### src/rtl/mux_arb_pkg.sv
// Shared definitions for the two-source mux-select arbiter: state encoding
// and the default forced-rotation limit.
package mux_arb_pkg;

  localparam logic [1:0] IDLE  = 2'd0;
  localparam logic [1:0] GNT_A = 2'd1;
  localparam logic [1:0] GNT_B = 2'd2;

  localparam int MAX_HOLD_DEFAULT = 4;

endpackage

### src/rtl/hold_counter.sv
// Counts consecutive cycles a grant has been held; restarts at 1 on load and
// sticks at MAX_HOLD so a long solo grant never wraps.
module hold_counter #(
  parameter int CNT_W    = 8,
  parameter int MAX_HOLD = 4
) (
  input  logic             clk,
  input  logic             rst,
  input  logic             load,
  input  logic             inc,
  output logic [CNT_W-1:0] count,
  output logic             sat
);

  logic [CNT_W-1:0] count_q, count_d;

  always_comb begin
    count_d = count_q;
    if (load) begin
      count_d = CNT_W'(1);
    end else if (inc && (count_q < CNT_W'(MAX_HOLD))) begin
      count_d = count_q + CNT_W'(1);
    end
  end

  always_ff @(posedge clk) begin
    if (rst) begin
      count_q <= '0;
    end else begin
      count_q <= count_d;
    end
  end

  assign count = count_q;
  assign sat   = (count_q == CNT_W'(MAX_HOLD));

endmodule

### src/rtl/mux_sel_arbiter.sv
// Two-requester arbiter steering a downstream 2:1 mux; alternates on ties and
// forces rotation after MAX_HOLD cycles when the other side is waiting.
module mux_sel_arbiter
  import mux_arb_pkg::*;
#(
  parameter int MAX_HOLD = MAX_HOLD_DEFAULT,
  parameter int CNT_W    = 8
) (
  input  logic clk,
  input  logic rst,
  input  logic req_a,
  input  logic req_b,
  output logic gnt_a,
  output logic gnt_b,
  output logic sel,
  output logic valid
);

  logic [1:0]       state_q, state_d;
  logic             lastGntA_q, lastGntA_d;
  logic             sel_q, sel_d;
  logic             gntA_q, gntB_q, valid_q;
  logic             holdLoad, holdInc, holdSat, rotate;
  logic [CNT_W-1:0] holdCount;

  assign rotate = (holdCount >= CNT_W'(MAX_HOLD));

  always_comb begin
    state_d = state_q;
    case (state_q)
      IDLE: begin
        if (req_a && req_b) begin
          state_d = lastGntA_q ? GNT_B : GNT_A;
        end else if (req_a) begin
          state_d = GNT_A;
        end else if (req_b) begin
          state_d = GNT_B;
        end
      end
      GNT_A: begin
        if (!req_a) begin
          state_d = req_b ? GNT_B : IDLE;
        end else if (req_b && rotate) begin
          state_d = GNT_B;
        end
      end
      GNT_B: begin
        if (!req_b) begin
          state_d = req_a ? GNT_A : IDLE;
        end else if (req_a && rotate) begin
          state_d = GNT_A;
        end
      end
      default: state_d = IDLE;
    endcase
  end

  // Any change into a grant state (including a direct A<->B swap) is an entry.
  always_comb begin
    holdLoad   = (state_d != state_q) && (state_d != IDLE);
    holdInc    = (state_d == state_q) && (state_q != IDLE) && !holdSat;
    lastGntA_d = lastGntA_q;
    sel_d      = sel_q;
    if (holdLoad) begin
      lastGntA_d = (state_d == GNT_A);
      sel_d      = (state_d == GNT_A);
    end
  end

  always_ff @(posedge clk) begin
    if (rst) begin
      state_q    <= IDLE;
      lastGntA_q <= 1'b0;
      sel_q      <= 1'b0;
      gntA_q     <= 1'b0;
      gntB_q     <= 1'b0;
      valid_q    <= 1'b0;
    end else begin
      state_q    <= state_d;
      lastGntA_q <= lastGntA_d;
      sel_q      <= sel_d;
      gntA_q     <= (state_d == GNT_A);
      gntB_q     <= (state_d == GNT_B);
      valid_q    <= (state_d != IDLE);
    end
  end

  hold_counter #(
    .CNT_W    (CNT_W),
    .MAX_HOLD (MAX_HOLD)
  ) u_hold_counter (
    .clk   (clk),
    .rst   (rst),
    .load  (holdLoad),
    .inc   (holdInc),
    .count (holdCount),
    .sat   (holdSat)
  );

  assign gnt_a = gntA_q;
  assign gnt_b = gntB_q;
  assign sel   = sel_q;
  assign valid = valid_q;

endmodule
### config.mk
export PLATFORM = sky130hd
export DESIGN_NAME = mux_sel_arbiter
export DESIGN_NICKNAME = d
export VERILOG_FILES = /design/src/rtl/mux_arb_pkg.sv /design/src/rtl/hold_counter.sv /design/src/rtl/mux_sel_arbiter.sv
export SDC_FILE = /design/constraint.sdc
export NUM_CORES = 1
export LEC_CHECK = 0
export CAP_MARGIN = 20
export CORE_AREA = 2 2 39 41
export DETAILED_ROUTE_END_ITERATION = 16
export DIE_AREA = 0 0 41 43
export PLACE_DENSITY = 0.84
export SLEW_MARGIN = 20
export SYNTH_ARGS = -nofsm -noshare
export SYNTH_HDL_FRONTEND = slang
export SYNTH_SLANG_ARGS = --single-unit
export TNS_END_PERCENT = 5
### constraint.sdc
create_clock -name clk -period 2.7 [get_ports clk]
set_input_delay 0.27 -clock clk [delete_from_list [all_inputs] [get_ports clk]]
set_output_delay 0.27 -clock clk [all_outputs]
set_load 0.1 [all_outputs]
==> results of run 1 <==
## flip-flops by register name (all words and copies together), names as in the netlist
| register | cells |
|---|---|
| gnt_a | 1 |
| gnt_b | 1 |
| sel | 1 |
| state_q | 2 |
| u_hold_counter.count | 8 |
| valid | 1 |
## synthesized netlist by cell type
cell type and count:
dfxtp_1 14, nor2_1 8, and2_1 5, nor2b_1 4
clkbuf_1 3, inv_1 3, o21ai_0 3, a21oi_1 2
and3b_1 2, ha_1 2, nand2_1 2, o21a_1 2
a211oi_1 1, a21boi_0 1, a21oi_2 1, a311oi_1 1
a31oi_1 1, a32o_1 1, a32oi_1 1, a41oi_1 1
and2_0 1, mux2i_1 1, nand2b_1 1, nand3_1 1
nor3_2 1, nor4_1 1, nor4_4 1, nor4b_1 1
o211a_1 1, o22ai_2 1, o311a_1 1, or4_4 1
## routing by layer
metal  routed length (microns)  global-route usage (%)
met3                         7                   1.571
met4                         0                   11.33
met2                       478                   20.00
met1                       629                   24.92
met5                         0                       0
## power groups by stage
stage          Sequential (mW)  Combinational, mW  Clock, mW
4_1_cts                  0.226             0.0927      0.151
5_1_grt                  0.228             0.0992      0.157
2_1_floorplan            0.264             0.0386          0
3_5_place_dp             0.231             0.0923          0
3_3_place_gp             0.231             0.0915          0
6_report                 0.226             0.0925      0.146
## area by class of cell
| cell class | instances | area, sq um |
|---|---|---|
| sequential | 14 | 280.3 |
| clock buffer | 4 | 36.28 |
| timing repair buffer | 7 | 60.06 |
| tap | 16 | 20.02 |
| inverter | 3 | 11.26 |
| multi-input combinational | 50 | 360.3 |
| fill | 123 | 615.6 |
## final timing paths
| kind | slack, ns | from | end | cells past startpoint |
|---|---|---|---|---|
| setup / recovery | 0.95 | u_hold_counter.count[2] | sel | 4 |
| hold / removal | 0.47 | u_hold_counter.count[5] | u_hold_counter.count[5] | 1 |
| setup reg to reg | 0.95 | u_hold_counter.count[2] | sel | 4 |
| hold reg to reg | 0.47 | u_hold_counter.count[5] | u_hold_counter.count[5] | 1 |
## per-stage QoR
| stage | area (sq um) | hold slack, ns | utilization (%) |
|---|---|---|---|
| global placement | 732.0 | 0.4424 | 52.89 |
| floorplan | 663.1 | 0.3428 | - |
| finish | 768.2 | 0.4655 | 55.52 |
| global route | 768.2 | 0.4940 | 55.52 |
| detailed placement | 732.0 | 0.4500 | 52.89 |
| CTS | 768.2 | 0.4708 | 55.52 |
## kinds of logic after synthesis
| logic type | Yosys count |
|---|---|
| flops | 14 |
| fa+ha+maj | 2 |
| simple gates | 29 |
| mux | 1 |
| compound gates | 18 |
| buf+inv | 6 |
==> results by group, run 1 <==
Floorplan
  • Placeable Area: 1384 sq um
  • IO Pins: 8
  • Die height: 43 microns
  • Die Area: 1763 sq um
  • Chip width: 41 microns
  • # rows: 14
  • Starting Density: 47.92%

Setup path
  • Cell Chain, Critical Path: nor4_4 -> a311oi_1 -> nor3_2 -> a32o_1
  • Critical Path End Type: flop
  • Worst EP arrival: 1.97 ns
  • Crit-path slowest cell: nor4_4
  • CP peak stage delay: 0.54 ns
  • Worst path top cell family by delay: simple AND/OR/NAND/NOR gates
  • Crit path required time: 2.92 ns
  • Crit Path Max Fanout: 9
  • Crit Path Class: flop to flop
  • WP buf/inv: 0
  • Startpoint Class: flop

Global route
  • Vias in the first global route: 472
  • Largest net degree at the start of global routing: 14
  • Total GRT Usage: 16.13%
  • Initial antenna violation count: 0
  • First-pass GRT wire length: 1945 microns
  • Total congestion overflow: 0

Clock tree
  • Longest Clk Path Bufs: 2
  • Hold-fix buffers, CTS: 0
  • Post_cts resized: 0
  • Sink Count: 14
  • Reg clk slew, reported paths: 0.08 ns
  • Maximum level of the CTS H-tree: 1
  • CTS tree: built
  • Clk_lat worst skew: 0.27 ns
  • Number of CTS-inserted buffers: 3
  • Clock root buffer: clkbuf_4
  • Post-CTS setup buffers: 0

Job
  • Maxcap violations: 0

STA
  • Setup violators final: 0
  • RSZ-0062 raised after global routing: no
  • Max-slew violation count: 0
  • Worst slew pin tran: 0.5886 ns
  • Max_slew headroom: 60.61%
  • Max Clk Rate: 570.6 MHz
  • Final period util: 64.91%
  • Final worst setup slack: 0.9476 ns
  • Final-report hold violation count: 0
  • Minimum clock period: 1.752 ns
  • Total Neg Setup Slack: 0 ns
  • Final clock skew: 0.004634 ns

Yosys
  • Area of the mapped netlist: 663.1 sq um
  • Post-synthesis cell count: 70
  • Complex-gate fraction of the synthesized area: 20.94%
  • Post-synth cell types: 32
  • Syn Nets: 76
  • Syn_area_per_cell: 9.473 sq um
  • Post-Synth Adder-Cell Area: 3.774%
  • Post-synthesis mux area share: 1.509%
  • Share of the synthesized area in the top cell type: 42.26%
  • Largest family of logic cells by synthesized area: simple AND/OR/NAND/NOR gates
  • Post-Synth XOR/XNOR Area: 0%
  • Top post-synthesis cells by area: dfxtp_1 (42%), and2_1 (4.7%), nor2_1 (4.5%), ha_1 (3.8%), nor2b_1 (3.8%)
  • Flops & latches, synth: 14
  • Synth warn: 0
  • Simple-gate share of the synthesized area: 28.11%
  • Leading area contributor after synthesis: dfxtp_1
  • Sequential cell area fraction in the yosys report: 42.26%

Final layout
  • Antenna Cells: 0
  • Share of post-route cells with drive strength above 1: 16.67%
  • Commonest non-fill, non-tap cell in the layout: dfxtp_1
  • Non-filler cells, final: 94
  • Most frequent cells in the layout: dfxtp_1 (14), nor2_1 (8), and2_1 (5), nor2b_1 (4), buf_4 (4)
  • Area grow syn2layout: 15.85%
  • Nets@finish: 85

Power
  • Internal power: 327.8 uW
  • Tot Pwr: 464.1 uW
  • PwrDens: 604.1 nW/um^2
  • Switching part of the total power: 29.36%
  • Clock share of power: 31.4%
  • Leakage: 0.3120 nW
  • Comb pwr share: 19.9%
  • Switching power: 136.3 uW
  • Worst VDD drop: 0.3502 mV
  • Flop pwr share: 48.7%

Detailed routing
  • Post-Route WL: 1115 microns
  • Routed len/inst: 11.86 microns
  • Number of routed nets with antenna violations: 0
  • First-pass DRT Iterations: 4
  • Drt via density: 5.340
  • Vias: 502
  • First DRT Iteration DRCs: 6
  • DRC violations left: 0

Min path
  • Worst Hold Class: flop to flop

Placed design
  • Placer Congestion: 0.7334
  • Post-Place Cells: 90
  • Port-buffer cells: 7
  • Pre-CTS setup slack: 0.9001 ns
  • HPWL after DPL: 793.2 microns

Run status
  • Status: finished clean
Power figures use the tool's default switching activity.
==> inputs of run 2 (changes only) <==
--- a/config.mk
+++ b/config.mk
@@ -6,10 +6,9 @@
 export NUM_CORES = 1
 export LEC_CHECK = 0
 export CAP_MARGIN = 20
-export CORE_AREA = 2 2 39 41
+export CORE_UTILIZATION = 51
 export DETAILED_ROUTE_END_ITERATION = 16
-export DIE_AREA = 0 0 41 43
-export PLACE_DENSITY = 0.84
+export PLACE_DENSITY = 0.86
 export SLEW_MARGIN = 20
 export SYNTH_ARGS = -nofsm -noshare
 export SYNTH_HDL_FRONTEND = slang
==> constraint.sdc (replaced) <==
create_clock -name clk -period 1.8 [get_ports clk]
set_input_delay 0.18 -clock clk [delete_from_list [all_inputs] [get_ports clk]]
set_output_delay 0.18 -clock clk [all_outputs]
set_load 0.1 [all_outputs]
==> run 2 against run 1 <==
Routed wire length up 2.7%. Highest routed layer unchanged. Die area down 18%. Utilization up 12 points. Clock power up 49%. Non-clock buffer count up 2. Power up 50%. Global-route usage up 3.3 points. Sequential power up 50%. Register-to-register slack worse by 0.71 ns.
==> results by group, run 2 (same netlist as run 1, synthesis figures left out) <==
Run status
  • Status: finished clean

Clock tree
  • Sink Count: 14 (unchanged)
  • Clk_lat worst skew: 0.27 ns (about the same)
  • Post-CTS setup buffers: 0 (unchanged)
  • Hold-fix buffers, CTS: 0 (unchanged)
  • Clock root buffer: clkbuf_4
  • Maximum level of the CTS H-tree: 1 (unchanged)
  • CTS tree: built
  • Reg clk slew, reported paths: 0.07 ns (about the same)
  • Longest Clk Path Bufs: 2 (unchanged)
  • Post_cts resized: 0 (unchanged)
  • Number of CTS-inserted buffers: 3 (unchanged)

Setup path
  • Crit Path Class: flop to flop
  • Cell Chain, Critical Path: nor4_4 -> buf_4 -> a311oi_1 -> nor3_2 -> nor2b_1
  • Worst EP arrival: 1.77 ns (-0.20 ns)
  • Crit Path Max Fanout: 9 (unchanged)
  • Critical Path End Type: flop
  • CP peak stage delay: 0.38 ns (-0.16 ns)
  • Crit-path slowest cell: nor3_2
  • Startpoint Class: flop
  • Crit path required time: 2.01 ns (-0.91 ns)

Global route
  • Layer with the highest usage: met2
  • Initial antenna violation count: 0 (unchanged)
  • Largest net degree at the start of global routing: 14 (unchanged)
  • Routing usage on met2: 32.63% (+13 points)
  • Vias in the first global route: 459 (-2.8%)
  • Total congestion overflow: 0 (unchanged)
  • Total GRT Usage: 19.46% (+3.3 points)
  • Met3 usage: 10.47% (+8.9 points)
  • First-pass GRT wire length: 1897 microns (-2.5%)
  • Met1 GRT Util: 22.02% (-2.9 points)

Power
  • Leakage: 0.3203 nW (+2.7%)
  • PwrDens: 890.1 nW/um^2 (+47%)
  • Tot Pwr: 695.0 uW (+50%)
  • Worst VDD drop: 0.6781 mV (+94%)

Final layout
  • Nets@finish: 87 (+2.4%)
  • Final core utilization: 67.53% (+12 points)
  • Commonest non-fill, non-tap cell in the layout: dfxtp_1
  • Largest register FFs: 8 (unchanged)
  • Area grow syn2layout: 17.74%
  • Share of post-route cells with drive strength above 1: 18.75% (+2.1 points)
  • FILL cells: 92 (-25%)
  • Most frequent cells in the layout: dfxtp_1 (14), nor2_1 (8), buf_4 (6), and2_1 (5), nor2b_1 (4)
  • Antenna Cells: 0 (unchanged)
  • Design area: 780.7 sq um (+1.6%)

Floorplan
  • Die Area: 1449 sq um (-18%)
  • IO Pins: 8 (unchanged)
  • Placeable Area: 1156 sq um (-16%)
  • # rows: 12 (-2)
  • Starting Density: 57.36% (+9.4 points)
  • Chip width: 38.06 microns (-7.2%)
  • Die height: 38.06 microns (-11%)

Detailed routing
  • First-pass DRT Iterations: 4 (unchanged)
  • Number of routed nets with antenna violations: 0 (unchanged)
  • Vias: 543 (+8.2%)
  • Post-Route WL: 1145 microns (+2.7%)
  • Drt via density: 5.777 (+8.2%)
  • First DRT Iteration DRCs: 13 (+7)
  • Routed len/inst: 12.18 microns (+2.7%)
  • DRC violations left: 0 (unchanged)

STA
  • Final worst setup slack: 0.2395 ns (-0.7080 ns)
  • Worst slew pin tran: 0.4221 ns (-0.1666 ns)
  • Final-report hold violation count: 0 (unchanged)
  • Setup violators final: 0 (unchanged)
  • Minimum clock period: 1.560 ns (-0.1920 ns)
  • Max-slew violation count: 0 (unchanged)
  • Final clock skew: 0.004441 ns (-0.0001925 ns)
  • Final period util: 86.69% (+22 points)
  • RSZ-0062 raised after global routing: no
  • Total Neg Setup Slack: 0 ns (unchanged)
  • Max Clk Rate: 640.8 MHz (+12%)
  • Max_slew headroom: 71.82% (+11 points)

Placed design
  • Post-Place Cell Area: 744.5 sq um (+1.7%)
  • Pre-CTS setup slack: 0.08207 ns (-0.8181 ns)
  • HPWL after DPL: 843.4 microns (+6.3%)
  • Port-buffer cells: 7 (unchanged)
  • Placer Congestion: 0.8082 (+10%)

Min path
  • Worst Hold Class: flop to flop

Job
  • Maxcap violations: 0 (unchanged)
-- run 2: layout make-up --
type	instances	area (sq um)	share of cell area (%)
inverters	3	11.26	1.442
clock buffers	4	36.28	4.647
well taps	14	17.52	2.244
flip-flops and latches	14	280.3	35.90
repair buffers	9	75.07	9.615
multi-input cells	50	360.3	46.15
-- run 2: stage by stage --
stage	hold WS, ns	instances
6_report	0.4631	94
5_1_grt	0.4847	94
2_1_floorplan	0.2528	70
4_1_cts	0.4713	94
3_3_place_gp	0.4442	90
3_5_place_dp	0.4461	90
-- run 2: critical path: cells and delay by family, from the launching register on --
kind	cells	cell delay, ns
buffers and inverters	1	0.19
DFF	1	0.34
and+or+nand+nor	3	0.83
AOI/OAI and AO/OA	1	0.14
-- run 2: layer usage --
metal  up-vias  wire, microns  part of all wire (%)
met4         0              0                     0
met1       253            508                    44
met5         -              0                     0
met2        16            561                    49
li1        274              -                     -
met3         0             75                   6.6
-- run 2: final timing paths --
path                                              start                      end  slack [ns]  cells after the start
worst max-delay path            u_hold_counter.count[2]  u_hold_counter.count[2]        0.24                      5
worst min-delay path            u_hold_counter.count[5]  u_hold_counter.count[5]        0.46                      1
worst max register to register  u_hold_counter.count[2]  u_hold_counter.count[2]        0.24                      5
worst min register to register  u_hold_counter.count[5]  u_hold_counter.count[5]        0.46                      1
-- run 2: report_power, final --
group / leakage, nW / internal (mW) / switching (mW) / total [mW]
sequential: 0.115 / 0.324 / 0.0161 / 0.340
combinational: 0.185 / 0.0452 / 0.0927 / 0.138
clock: 0.0210 / 0.123 / 0.0943 / 0.217
==> inputs of run 3 (changes only) <==
--- a/config.mk
+++ b/config.mk
@@ -9,6 +9,7 @@
 export CORE_UTILIZATION = 51
 export DETAILED_ROUTE_END_ITERATION = 16
 export PLACE_DENSITY = 0.86
+export RECOVER_POWER = 50
 export SLEW_MARGIN = 20
 export SYNTH_ARGS = -nofsm -noshare
 export SYNTH_HDL_FRONTEND = slang
==> run 3 against run 2 <==
Largest cell class unchanged. Cell count did not move. Power shrank 0.79%. Largest power group unchanged. Combinational power shrank 5%. Sequential share of layout area grew 0.82 points. Design area is 2.2% lower. Setup slack improved by 0.0017 ns. Global-route usage is the same. Flip-flop and latch count unchanged. Via count fell by 1.5%.
==> results by group, run 3 (same netlist as run 1, synthesis figures left out) <==
Setup path
  • R2R setup slack: 0.24 ns (about the same)
  • Reg2Reg Depth: 5 (unchanged)
  • Crit Path Max Fanout: 9 (unchanged)
  • Reg2reg start: u_hold_counter.count[2]
  • Setup crit start: u_hold_counter.count[2]
  • Crit Path Class: flop to flop
  • Startpoint Class: flop
  • Critical Path End Type: flop
  • Worst EP arrival: 1.77 ns (about the same)
  • Crit path required time: 2.01 ns (about the same)

Placed design
  • Port-buffer cells: 7 (unchanged)
  • Post-Place Cell Area: 744.5 sq um (unchanged)
  • HPWL after DPL: 843.4 microns (unchanged)
  • Placer Congestion: 0.8082 (unchanged)
  • Post-Place Cells: 90 (unchanged)
  • Pre-CTS setup slack: 0.08207 ns (unchanged)

Detailed routing
  • Uppermost layer routed: met3
  • Met3 WL: 55 microns (-27%)
  • Vias: 535 (-1.5%)
  • WL met2: 550 microns (-2.0%)
  • Drt via density: 5.691 (-1.5%)
  • First DRT Iteration DRCs: 17 (+4)
  • DRC violations left: 0 (unchanged)
  • Post-Route WL: 1147 microns (+0.17%)
  • Number of routed nets with antenna violations: 0 (unchanged)
  • Routed len/inst: 12.20 microns (+0.17%)
  • First-pass DRT Iterations: 4 (unchanged)
  • M1 WL: 540 microns (+6.3%)

Run status
  • Status: finished clean

Final layout
  • Commonest non-fill, non-tap cell in the layout: dfxtp_1
  • Nets@finish: 87 (unchanged)
  • Antenna Cells: 0 (unchanged)
  • Non-filler cells, final: 94 (unchanged)
  • Area grow syn2layout: 15.09%
  • Final core utilization: 66.02% (-1.5 points)
  • Design area: 763.2 sq um (-2.2%)
  • Share of post-route cells with drive strength above 1: 16.25% (-2.5 points)
  • Most frequent cells in the layout: dfxtp_1 (14), nor2_1 (8), and2_1 (5), nor2b_1 (4), clkbuf_2 (4)
  • Largest register FFs: 8 (unchanged)

Clock tree
  • Number of CTS-inserted buffers: 3 (unchanged)
  • CTS tree: built
  • Longest Clk Path Bufs: 2 (unchanged)
  • Maximum level of the CTS H-tree: 1 (unchanged)
  • Reg clk slew, reported paths: 0.08 ns (about the same)
  • Clk_lat worst skew: 0.28 ns (about the same)
  • Hold-fix buffers, CTS: 0 (unchanged)
  • Post-CTS setup buffers: 0 (unchanged)
  • Sink Count: 14 (unchanged)
  • Clock root buffer: clkbuf_4
  • Post_cts resized: 0 (unchanged)

STA
  • RSZ-0062 raised after global routing: no
  • Minimum clock period: 1.559 ns (-0.001672 ns)
  • Worst Hold Margin: 0.4631 ns (-0.000001000 ns)
  • Max-slew violation count: 0 (unchanged)
  • Setup violators final: 0 (unchanged)
  • Max_slew headroom: 64.34% (-7.5 points)
  • Final clock skew: 0.004494 ns (+0.00005343 ns)
  • Worst slew pin tran: 0.5372 ns (+0.1151 ns)
  • Total Neg Setup Slack: 0 ns (unchanged)
  • Final worst setup slack: 0.2412 ns (+0.001672 ns)
  • Max Clk Rate: 641.5 MHz (+0.11%)
  • Final-report hold violation count: 0 (unchanged)
  • Final period util: 86.60% (-0.093 points)

Power
  • PwrDens: 903.4 nW/um^2 (+1.5%)
  • Leakage: 0.3161 nW (-1.3%)
  • Worst VDD drop: 0.6830 mV (+0.72%)
  • Tot Pwr: 689.5 uW (-0.79%)

Min path
  • Hold Crit Start: u_hold_counter.count[5]
  • Worst Hold Class: flop to flop
  • WHS Path Cells: 1 (unchanged)

Global route
  • Vias in the first global route: 459 (unchanged)
  • Initial antenna violation count: 0 (unchanged)
  • First-pass GRT wire length: 1897 microns (unchanged)
  • Total GRT Usage: 19.46% (unchanged)
  • Total congestion overflow: 0 (unchanged)
  • Largest net degree at the start of global routing: 14 (unchanged)

Floorplan
  • # rows: 12 (unchanged)
  • Chip width: 38.06 microns (unchanged)
  • Die Area: 1449 sq um (unchanged)
  • IO Pins: 8 (unchanged)
  • Starting Density: 57.36% (unchanged)
  • Die height: 38.06 microns (unchanged)
  • Placeable Area: 1156 sq um (unchanged)

Job
  • Maxcap violations: 0 (unchanged)
[run 3: cell types whose count changed in the layout (fill, tap and decap cells not counted), sizes merged]
cell,previous run,this run
clkbuf,4,8
buf,6,2
[run 3: layer usage]
metal	global-route usage (%)	vias up
met5	0	-
met2	32.63	10
met1	22.02	251
met3	10.47	0
met4	2.679	0
li1	-	274
[run 3: layout make-up]
type | count | area [sq um]
Multi-Input combinational cell | 50 | 352.8
Timing Repair Buffer | 9 | 65.06
Inverter | 3 | 11.26
Clock buffer | 4 | 36.28
Fill cell | 98 | 392.9
Sequential cell | 14 | 280.3
Tap cell | 14 | 17.52
[run 3: worst max-delay path, stage by stage (launching register included)]
cell,delay [ns]
dfxtp_1,0.34
nor4_4,0.26
buf_4,0.19
a21oi_1,0.06
or4_1,0.53
o22ai_2,0.11
[run 3: report_power, final]
part           total, mW  switching (mW)  leakage (nW)  internal, mW
clock network      0.219          0.0956        0.0210         0.123
registers          0.339          0.0158         0.115         0.324
logic              0.131          0.0923         0.181        0.0391
[run 3: path summary, 6_finish.rpt]
kind / endpoint
worst min register to register: u_hold_counter.count[5]
worst max register to register: valid
worst max-delay path: valid
worst min-delay path: u_hold_counter.count[5]
